`config.mk`:
```
export PLATFORM = sky130hd
export DESIGN_NAME = univ_shift_reg_flat
export DESIGN_NICKNAME = d
export VERILOG_FILES = /design/src/rtl/usr_pkg.sv /design/src/rtl/univ_shift_reg_if.sv /design/src/rtl/usr_cell.sv /design/src/rtl/univ_shift_reg.sv /design/src/flat_wrapper.sv
export SDC_FILE = /design/constraint.sdc
export NUM_CORES = 1
export LEC_CHECK = 0
export CORE_AREA = 2 2 39 41
export CTS_CLUSTER_SIZE = 28
export DETAILED_ROUTE_END_ITERATION = 12
export DIE_AREA = 0 0 41 43
export HOLD_SLACK_MARGIN = 0.06
export RECOVER_POWER = 25
export SYNTH_ARGS = -nofsm -noshare
export SYNTH_HDL_FRONTEND = slang
export SYNTH_SLANG_ARGS = --single-unit
```
`constraint.sdc`:
```
create_clock -name clk -period 1.5 [get_ports clk]
set_clock_uncertainty 0.2 [all_clocks]
set_input_delay 0.15 -clock clk [delete_from_list [all_inputs] [get_ports clk]]
set_output_delay 0.15 -clock clk [all_outputs]
set_load 0.005 [all_outputs]
```
`src/rtl/usr_pkg.sv`:
```
// Shared mode encodings and width helper for the universal shift register.
package usr_pkg;

  localparam logic [1:0] MODE_HOLD = 2'b00;
  localparam logic [1:0] MODE_SHL  = 2'b01;
  localparam logic [1:0] MODE_SHR  = 2'b10;
  localparam logic [1:0] MODE_LOAD = 2'b11;

  // Ceiling log2, floored at 1 so a WIDTH of 2 still gets a 1-bit counter.
  function automatic int clog2(input int v);
    int r;
    r = 1;
    for (int i = 1; i < 32; i++) begin
      if ((1 << r) < v) r = r + 1;
    end
    return r;
  endfunction

endpackage

```
`src/rtl/univ_shift_reg_if.sv`:
```
// Control, data and status bundle for univ_shift_reg; master drives controls, slave is the register.
interface univ_shift_reg_if
  import usr_pkg::*;
#(
  parameter int WIDTH = 4,
  parameter int CNT_W = clog2(WIDTH)
);
  logic             clear;
  logic             en;
  logic [1:0]       mode;
  logic             ser_in_lsb;
  logic             ser_in_msb;
  logic [WIDTH-1:0] par_in;
  logic [WIDTH-1:0] par_out;
  logic             ser_out_msb;
  logic             ser_out_lsb;
  logic             frame_done;
  logic [CNT_W-1:0] bit_cnt;

  modport master (
    output clear, en, mode, ser_in_lsb, ser_in_msb, par_in,
    input  par_out, ser_out_msb, ser_out_lsb, frame_done, bit_cnt
  );

  modport slave (
    input  clear, en, mode, ser_in_lsb, ser_in_msb, par_in,
    output par_out, ser_out_msb, ser_out_lsb, frame_done, bit_cnt
  );
endinterface

```
`src/rtl/usr_cell.sv`:
```
// One register bit: 4:1 mux (hold / shift-left source / shift-right source / load) into a flop.
// Reset and clear both return the bit to its reset value, independent of en.
module usr_cell
  import usr_pkg::*;
#(
  parameter logic RST_BIT = 1'b0
) (
  input  logic       clk,
  input  logic       reset,
  input  logic       i_clear,
  input  logic       i_en,
  input  logic [1:0] i_mode,
  input  logic       i_shl_src,
  input  logic       i_shr_src,
  input  logic       i_par,
  output logic       o_q
);

  logic r_q;
  logic w_d;

  always_comb begin
    w_d = r_q;
    if (i_en) begin
      case (i_mode)
        MODE_SHL:  w_d = i_shl_src;
        MODE_SHR:  w_d = i_shr_src;
        MODE_LOAD: w_d = i_par;
        default:   w_d = r_q;
      endcase
    end
  end

  always_ff @(posedge clk) begin
    if (reset || i_clear) r_q <= RST_BIT;
    else                  r_q <= w_d;
  end

  assign o_q = r_q;

endmodule

```
`src/rtl/univ_shift_reg.sv`:
```
// Universal shift register (hold/SHL/SHR/load) with a frame counter that pulses frame_done
// in the cycle par_out shows every WIDTH-th shifted word.
module univ_shift_reg
  import usr_pkg::*;
#(
  parameter int               WIDTH     = 4,
  parameter logic [WIDTH-1:0] RESET_VAL = '0
) (
  input  logic              clk,
  input  logic              reset,
  univ_shift_reg_if.slave   bus
);

  localparam int CNT_W = clog2(WIDTH);

  logic [WIDTH-1:0] w_q;
  logic [WIDTH-1:0] w_shl_src;
  logic [WIDTH-1:0] w_shr_src;
  logic             w_shift;
  logic             w_load;
  logic             w_wrap;
  logic [CNT_W-1:0] r_cnt;
  logic             r_done;

  // Neighbour taps: bit i takes bit i-1 on SHL and bit i+1 on SHR.
  assign w_shl_src = {w_q[WIDTH-2:0], bus.ser_in_lsb};
  assign w_shr_src = {bus.ser_in_msb, w_q[WIDTH-1:1]};

  for (genvar i = 0; i < WIDTH; i++) begin : g_cell
    usr_cell #(.RST_BIT(RESET_VAL[i])) u_cell (
      .clk       (clk),
      .reset     (reset),
      .i_clear   (bus.clear),
      .i_en      (bus.en),
      .i_mode    (bus.mode),
      .i_shl_src (w_shl_src[i]),
      .i_shr_src (w_shr_src[i]),
      .i_par     (bus.par_in[i]),
      .o_q       (w_q[i])
    );
  end

  assign w_shift = bus.en && ((bus.mode == MODE_SHL) || (bus.mode == MODE_SHR));
  assign w_load  = bus.en && (bus.mode == MODE_LOAD);
  assign w_wrap  = w_shift && (r_cnt == CNT_W'(WIDTH - 1));

  always_ff @(posedge clk) begin
    if (reset || bus.clear) begin
      r_cnt  <= '0;
      r_done <= 1'b0;
    end else begin
      r_done <= w_wrap;
      if (w_load)       r_cnt <= '0;
      else if (w_wrap)  r_cnt <= '0;
      else if (w_shift) r_cnt <= r_cnt + CNT_W'(1);
    end
  end

  assign bus.par_out     = w_q;
  assign bus.ser_out_msb = w_q[WIDTH-1];
  assign bus.ser_out_lsb = w_q[0];
  assign bus.frame_done  = r_done;
  assign bus.bit_cnt     = r_cnt;

endmodule

```
`src/flat_wrapper.sv`:
```
// flat-port wrapper written by rule: the top's interface ports become plain ports
module univ_shift_reg_flat import usr_pkg::*;
#(
  parameter int               WIDTH     = 4,
  parameter logic [WIDTH-1:0] RESET_VAL = '0
)
  (clk, reset, bus_clear, bus_en, bus_mode, bus_ser_in_lsb, bus_ser_in_msb, bus_par_in, bus_par_out, bus_ser_out_msb, bus_ser_out_lsb, bus_frame_done, bus_bit_cnt);
  univ_shift_reg_if #(.WIDTH(WIDTH), .CNT_W((2))) bus_i ();
  input  logic clk;
  input  logic reset;
  input wire logic [$bits(bus_i.clear)-1:0] bus_clear;
  input wire logic [$bits(bus_i.en)-1:0] bus_en;
  input wire logic [$bits(bus_i.mode)-1:0] bus_mode;
  input wire logic [$bits(bus_i.ser_in_lsb)-1:0] bus_ser_in_lsb;
  input wire logic [$bits(bus_i.ser_in_msb)-1:0] bus_ser_in_msb;
  input wire logic [$bits(bus_i.par_in)-1:0] bus_par_in;
  output wire logic [$bits(bus_i.par_out)-1:0] bus_par_out;
  output wire logic [$bits(bus_i.ser_out_msb)-1:0] bus_ser_out_msb;
  output wire logic [$bits(bus_i.ser_out_lsb)-1:0] bus_ser_out_lsb;
  output wire logic [$bits(bus_i.frame_done)-1:0] bus_frame_done;
  output wire logic [$bits(bus_i.bit_cnt)-1:0] bus_bit_cnt;
  assign bus_i.clear = bus_clear;
  assign bus_i.en = bus_en;
  assign bus_i.mode = bus_mode;
  assign bus_i.ser_in_lsb = bus_ser_in_lsb;
  assign bus_i.ser_in_msb = bus_ser_in_msb;
  assign bus_i.par_in = bus_par_in;
  assign bus_par_out = bus_i.par_out;
  assign bus_ser_out_msb = bus_i.ser_out_msb;
  assign bus_ser_out_lsb = bus_i.ser_out_lsb;
  assign bus_frame_done = bus_i.frame_done;
  assign bus_bit_cnt = bus_i.bit_cnt;
  univ_shift_reg #(.WIDTH(WIDTH), .RESET_VAL(RESET_VAL)) u_core (.clk(clk), .reset(reset), .bus(bus_i));
endmodule
```
Word level (Yosys, flattened, before mapping). Index checks and enable logic that the tools add are counted.

Input bits: 12. Output and inout port bits: 9. Register bits after elaboration: 7. Word-level logic and storage cells: 23.

Reductions and logical operators: 8. Add/subtract/negate cells: 1. Equality and inequality tests: 4. Mux-type cells: 4.

Operators with widths (number): one-hot mux 1 bit (3 select lines) (4); equality test 2 bit, second input constant (3); logical AND 1 bit (3); nonzero test 3 bit (1); OR reduction 3 bit (1); adder 2 x 1 -> 2 bit, second input constant (1); equality test 2 x 1 -> 1 bit, second input constant (1); logical OR 1 bit (2); AND reduction 2 bit (1).

Logic depth before layout (Yosys ltp).
Word-level depth: 5. Mapped depth: 6. Gate-level depth less buffers: 5.

Cells and area by module. Synthesis repeated with hierarchy kept, for this count alone.

Cells, all modules: 45. Area total of the unflattened synthesis: 425.4 µm².

Modules (own cells, without submodules): usr_cell (area each 66.3 µm², cells an instance 7, times used 4, sequential area each 20.0 µm²); univ_shift_reg (area each 160.2 µm², cells an instance 17, times used 1, sequential area each 60.1 µm²).

Worst setup path after synthesis. OpenSTA, ideal clock, no wires.

Path kind: input to register. Start: input bus_mode[0]. End: register u_core.g_cell[3].u_cell.r_q. Buffers on the path: 0. Library setup time: 91 ps. Stages: 5. Setup slack: 306 ps. Required time: 1209 ps. Data arrival time: 903 ps. Cell sequence: inv_1 ha_1 nor2_1 nand2_1 a311oi_1.

Cells in the longest elaborated chain, start to end: 3. Elaborated cells on any way between the ends: 6. Those cells by class: eq/ne: 3; mux: 1; reduce/logical: 2.

Ends and longest elaborated chain: start: declaration (RTL line flat_wrapper.sv:13) `input wire logic [$bits(bus_i.mode)-1:0] bus_mode;`; equality test 2 bit / equality test 2 x 1 -> 1 bit (equally long branches) (RTL line usr_cell.sv:25) `case (i_mode)`; nonzero test 3 bit (no source line); AND reduction 2 bit (no source line); end signal: assignment (RTL line usr_cell.sv:36) `else r_q <= w_d;`; end: declaration (RTL line usr_cell.sv:19) `logic r_q;`.

Several ways; a longest one is shown, not always the timed one. A chain may end at the register's enable or synchronous reset.

Final worst setup path.
Start: register u_core.g_cell[2].u_cell.r_q. End: output bus_par_out[2].

RTL lines: start: declaration (RTL line usr_cell.sv:19); start signal: assignment (RTL line usr_cell.sv:36); end: declaration (RTL line flat_wrapper.sv:17) `output wire logic [$bits(bus_i.par_out)-1:0] bus_par_out;`.

No word-level cell between the ends.

==> run summary <==
For the fraction of the yosys area taken by sequential cells, the log shows 34.6%. The post-synthesis net count was 64. The logs give 0 for the initial antenna violation count and 0 for the max-slew violation count. The maximum resistive drop on vdd is 0.326 mV, and the delay of the slowest cell on the worst path is 0.50 ns.

The post-route minimum period came out at 1.45 ns. The tools report the via count of the first global-routing pass as 370. The clock reaches the later pin of the worst-skew pair after 0.25 ns.

In this run the tool buffered the top-level ports with 20 buffer cells. The number of clock buffers inserted by TritonCTS was 3; the number of top-level design ports was 21. For this run the aggregate overflow at the end of global routing stands at 0.

Compared with the post-synthesis result, the final layout area differs by 71.6%. The per-instance average area after synthesis was 8.45 um^2; the iteration count of the initial detailed-routing pass was 2. The core region is 1380 um^2.

The mean routed wirelength per cell was 10.7 um; the number of antenna-violating nets in the routed design was 0. The clock net in this run drives a total of 7 sinks. The cell type group with the largest total delay on the critical path is buffers and inverters. STA classifies the critical path endpoint as an output pin. The floorplan step set the die width to 41 um. The flow ran to the end, and the final reports show no timing, DRC or antenna violations.

In the global route stage, overall resource usage came out at 12.2%. Max-cap violations in this run came to 0. Synthesis instantiated 17 different standard cells from the library.

For the pin with the worst max-slew slack, the measured transition is 0.469 ns. Clock-pin slew was measured on the worst setup and hold paths at 0.06 ns. The clock tree root driver cell was sky130_fd_sc_hd__clkbuf_4. The run gives 0 as the DRC violation count after routing. Setup repair after global routing left no endpoint under its margin. The initial utilization of the core area, before any placement, comes to 29.3%. In this run the vertical extent of the chip is 43 um. After layout, the worst path uses 96.7% of the clock period. After detailed routing, the number of vias per cell comes to 4.74. The level count of the clock H-tree is 1, and the fraction of layout cells with a size suffix above 1 is 26.4%. The kind of critical path was flip-flop to output pin. After the flow finishes, the layout carries non-filler instances totaling 88. During synthesis, Yosys emitted a total of 0 warnings. After legalization and detailed placement, the total HPWL measured 718 um. The run gives 942 um as the wire length after detailed routing. The slack of the critical path was 0.0494 ns. Maximum number of pins on one net before global-route repair: 8.

Walking the worst path, the cells encountered are clkdlybuf4s50_1. The logs give 0 for the final hold violation count and 689 MHz for the achievable frequency. Setup violations remaining at the end of the flow were counted as 0. After technology mapping, the gate count stands at 48.

The static leakage power is 0.312 nW, and the area of the die is 1760 um^2. After synthesis the netlist holds a flip-flop and latch count of 7. The share of the core filled with cells in the final layout was 50.3%. The tools report the launching element type of the critical path as a flip-flop. The min-delay analysis places its worst path in the category flip-flop to flip-flop. The wire length of the first global-routing pass is 1410 um.

The tools report the number of DRC violations after detailed-routing iteration 0 as 2. OpenSTA, run right after detailed placement, puts the worst setup slack at -0.335 ns. The final net count was 89; the number of buffers added to fix hold violations after cts was 0. Total buffers and inverters traversed by the critical path: 1.

The logs give 0 for the antenna diode instance count and 405 um^2 for the cell area after synthesis. No sink is reached through more buffers than the 2 on the longest clock path. The run gives 1.15 ns as the endpoint required time on the critical path. The power density normalized to cell area is 695 nW/um^2. At the end of routability-driven placement, the weighted congestion stood at 0.711.

At the worst endpoint, the arrival time is 1.10 ns. Once placement completed, the tool counted placed cells totaling 83. The slowest stage of the critical path belongs to the cell sky130_fd_sc_hd__clkdlybuf4s50_1.

For the total via count in the routed design, the log shows 417. The worst pin sits at a relative slew slack of 68.7%. In the final timing run, aggregate negative setup slack is 0 ns. TritonCTS built the clock tree.

Along the worst path, the maximum fanout reaches 4. The initialized floorplan defines 14 standard-cell rows.
-- Yosys cell counts --
library cell / number / area, um^2
sky130_fd_sc_hd__dfxtp_1: 7 / 140
sky130_fd_sc_hd__nor2_1: 7 / 26.3
sky130_fd_sc_hd__nand2_1: 6 / 22.5
sky130_fd_sc_hd__a22oi_1: 4 / 30.0
sky130_fd_sc_hd__a311oi_1: 4 / 35.0
sky130_fd_sc_hd__buf_4: 4 / 30.0
sky130_fd_sc_hd__ha_1: 4 / 50.1
sky130_fd_sc_hd__a21oi_1: 2 / 10.0
sky130_fd_sc_hd__inv_1: 2 / 7.51
sky130_fd_sc_hd__and2b_1: 1 / 7.51
sky130_fd_sc_hd__buf_6: 1 / 11.3
sky130_fd_sc_hd__clkbuf_1: 1 / 3.75
sky130_fd_sc_hd__nand3_1: 1 / 5.00
sky130_fd_sc_hd__nand4_1: 1 / 6.26
sky130_fd_sc_hd__nand4b_1: 1 / 8.76
sky130_fd_sc_hd__o21ai_0: 1 / 5.00
sky130_fd_sc_hd__or2_0: 1 / 6.26
-- per-stage QoR --
stage | hold WS [ns] | instance area (um^2) | power, W
after floorplan | 0.0889 | 405 | 0.000245
after global placement | 0.267 | 618 | 0.000298
after detailed placement | 0.266 | 618 | 0.000299
after CTS | 0.283 | 657 | 0.000485
after global routing | 0.294 | 696 | 0.000515
final | 0.275 | 696 | 0.000483
-- state kept, by name (all words and copies together) (netlist names) --
register,flops
u_core.bus.bit_cnt,2
u_core.bus.frame_done,1
u_core.g_cell.u_cell.o_q,4
-- layer usage --
| metal | vias to the layer above | GRT usage [%] | part of all wire, % | routed length (um) |
|---|---|---|---|---|
| li1 | 215 | - | - | - |
| met1 | 190 | 12.6 | 42 | 399 |
| met2 | 10 | 19.1 | 50 | 469 |
| met3 | 2 | 4.71 | 7.1 | 67 |
| met4 | 0 | 8.00 | 0.53 | 5 |
| met5 | - | 0 | 0 | 0 |
-- placed cells by master (no fill, tap or decap), types with 2 or more instances in the layout --
cell                              count
sky130_fd_sc_hd__nor2_1               6
sky130_fd_sc_hd__clkbuf_4             3
sky130_fd_sc_hd__ha_1                 3
sky130_fd_sc_hd__dlymetal6s2s_1       4
sky130_fd_sc_hd__clkdlybuf4s25_1      2
sky130_fd_sc_hd__a22oi_1              3
sky130_fd_sc_hd__dfxtp_1              3
sky130_fd_sc_hd__nand2_1              6
sky130_fd_sc_hd__a311oi_1             2
sky130_fd_sc_hd__dfxtp_2              4
sky130_fd_sc_hd__a311oi_2             2
sky130_fd_sc_hd__clkdlybuf4s50_1     14
sky130_fd_sc_hd__a21oi_1              2
sky130_fd_sc_hd__inv_1                2
sky130_fd_sc_hd__buf_4                6
-- area by class of cell --
cell class	count	area [um^2]
clock buffer	4	26.3
fill	143	688
inverter	2	7.51
multi-input combinational	33	241
sequential	7	145
tap	16	20.0
timing repair buffer	26	255
-- cell families after synthesis --
kind of cell / count (synthesis) / share of synthesized area (%)
AOI/OAI and AO/OA: 11 / 19.8
adders and majority gates: 4 / 12.3
DFF: 7 / 34.6
buffers and inverters: 8 / 13.0
and+or+nand+nor: 18 / 20.4
-- power breakdown --
part	switching, W	internal (W)
sequential	0.00000515	0.000192
combinational	0.0000433	0.0000657
clock	0.0000750	0.000102
total	0.000123	0.000360
-- worst paths after layout --
path / startpoint / end / slack, ns / cells past startpoint
max reg2reg: u_core.bus.bit_cnt[0] / u_core.bus.bit_cnt[0] / 0.28 / 4
max: u_core.g_cell[2].u_cell.o_q / bus_par_out[2] / 0.05 / 1
min: u_core.bus.bit_cnt[0] / u_core.bus.bit_cnt[0] / 0.28 / 2
min reg2reg: u_core.bus.bit_cnt[0] / u_core.bus.bit_cnt[0] / 0.28 / 2
-- repair_timing --
item,in CTS,in global routing
endpoints found under the setup margin,5,13
pin swaps,1,3
setup buffers,1,0
resized for setup,3,16
No activity file was read; power rests on OpenSTA's default activity.
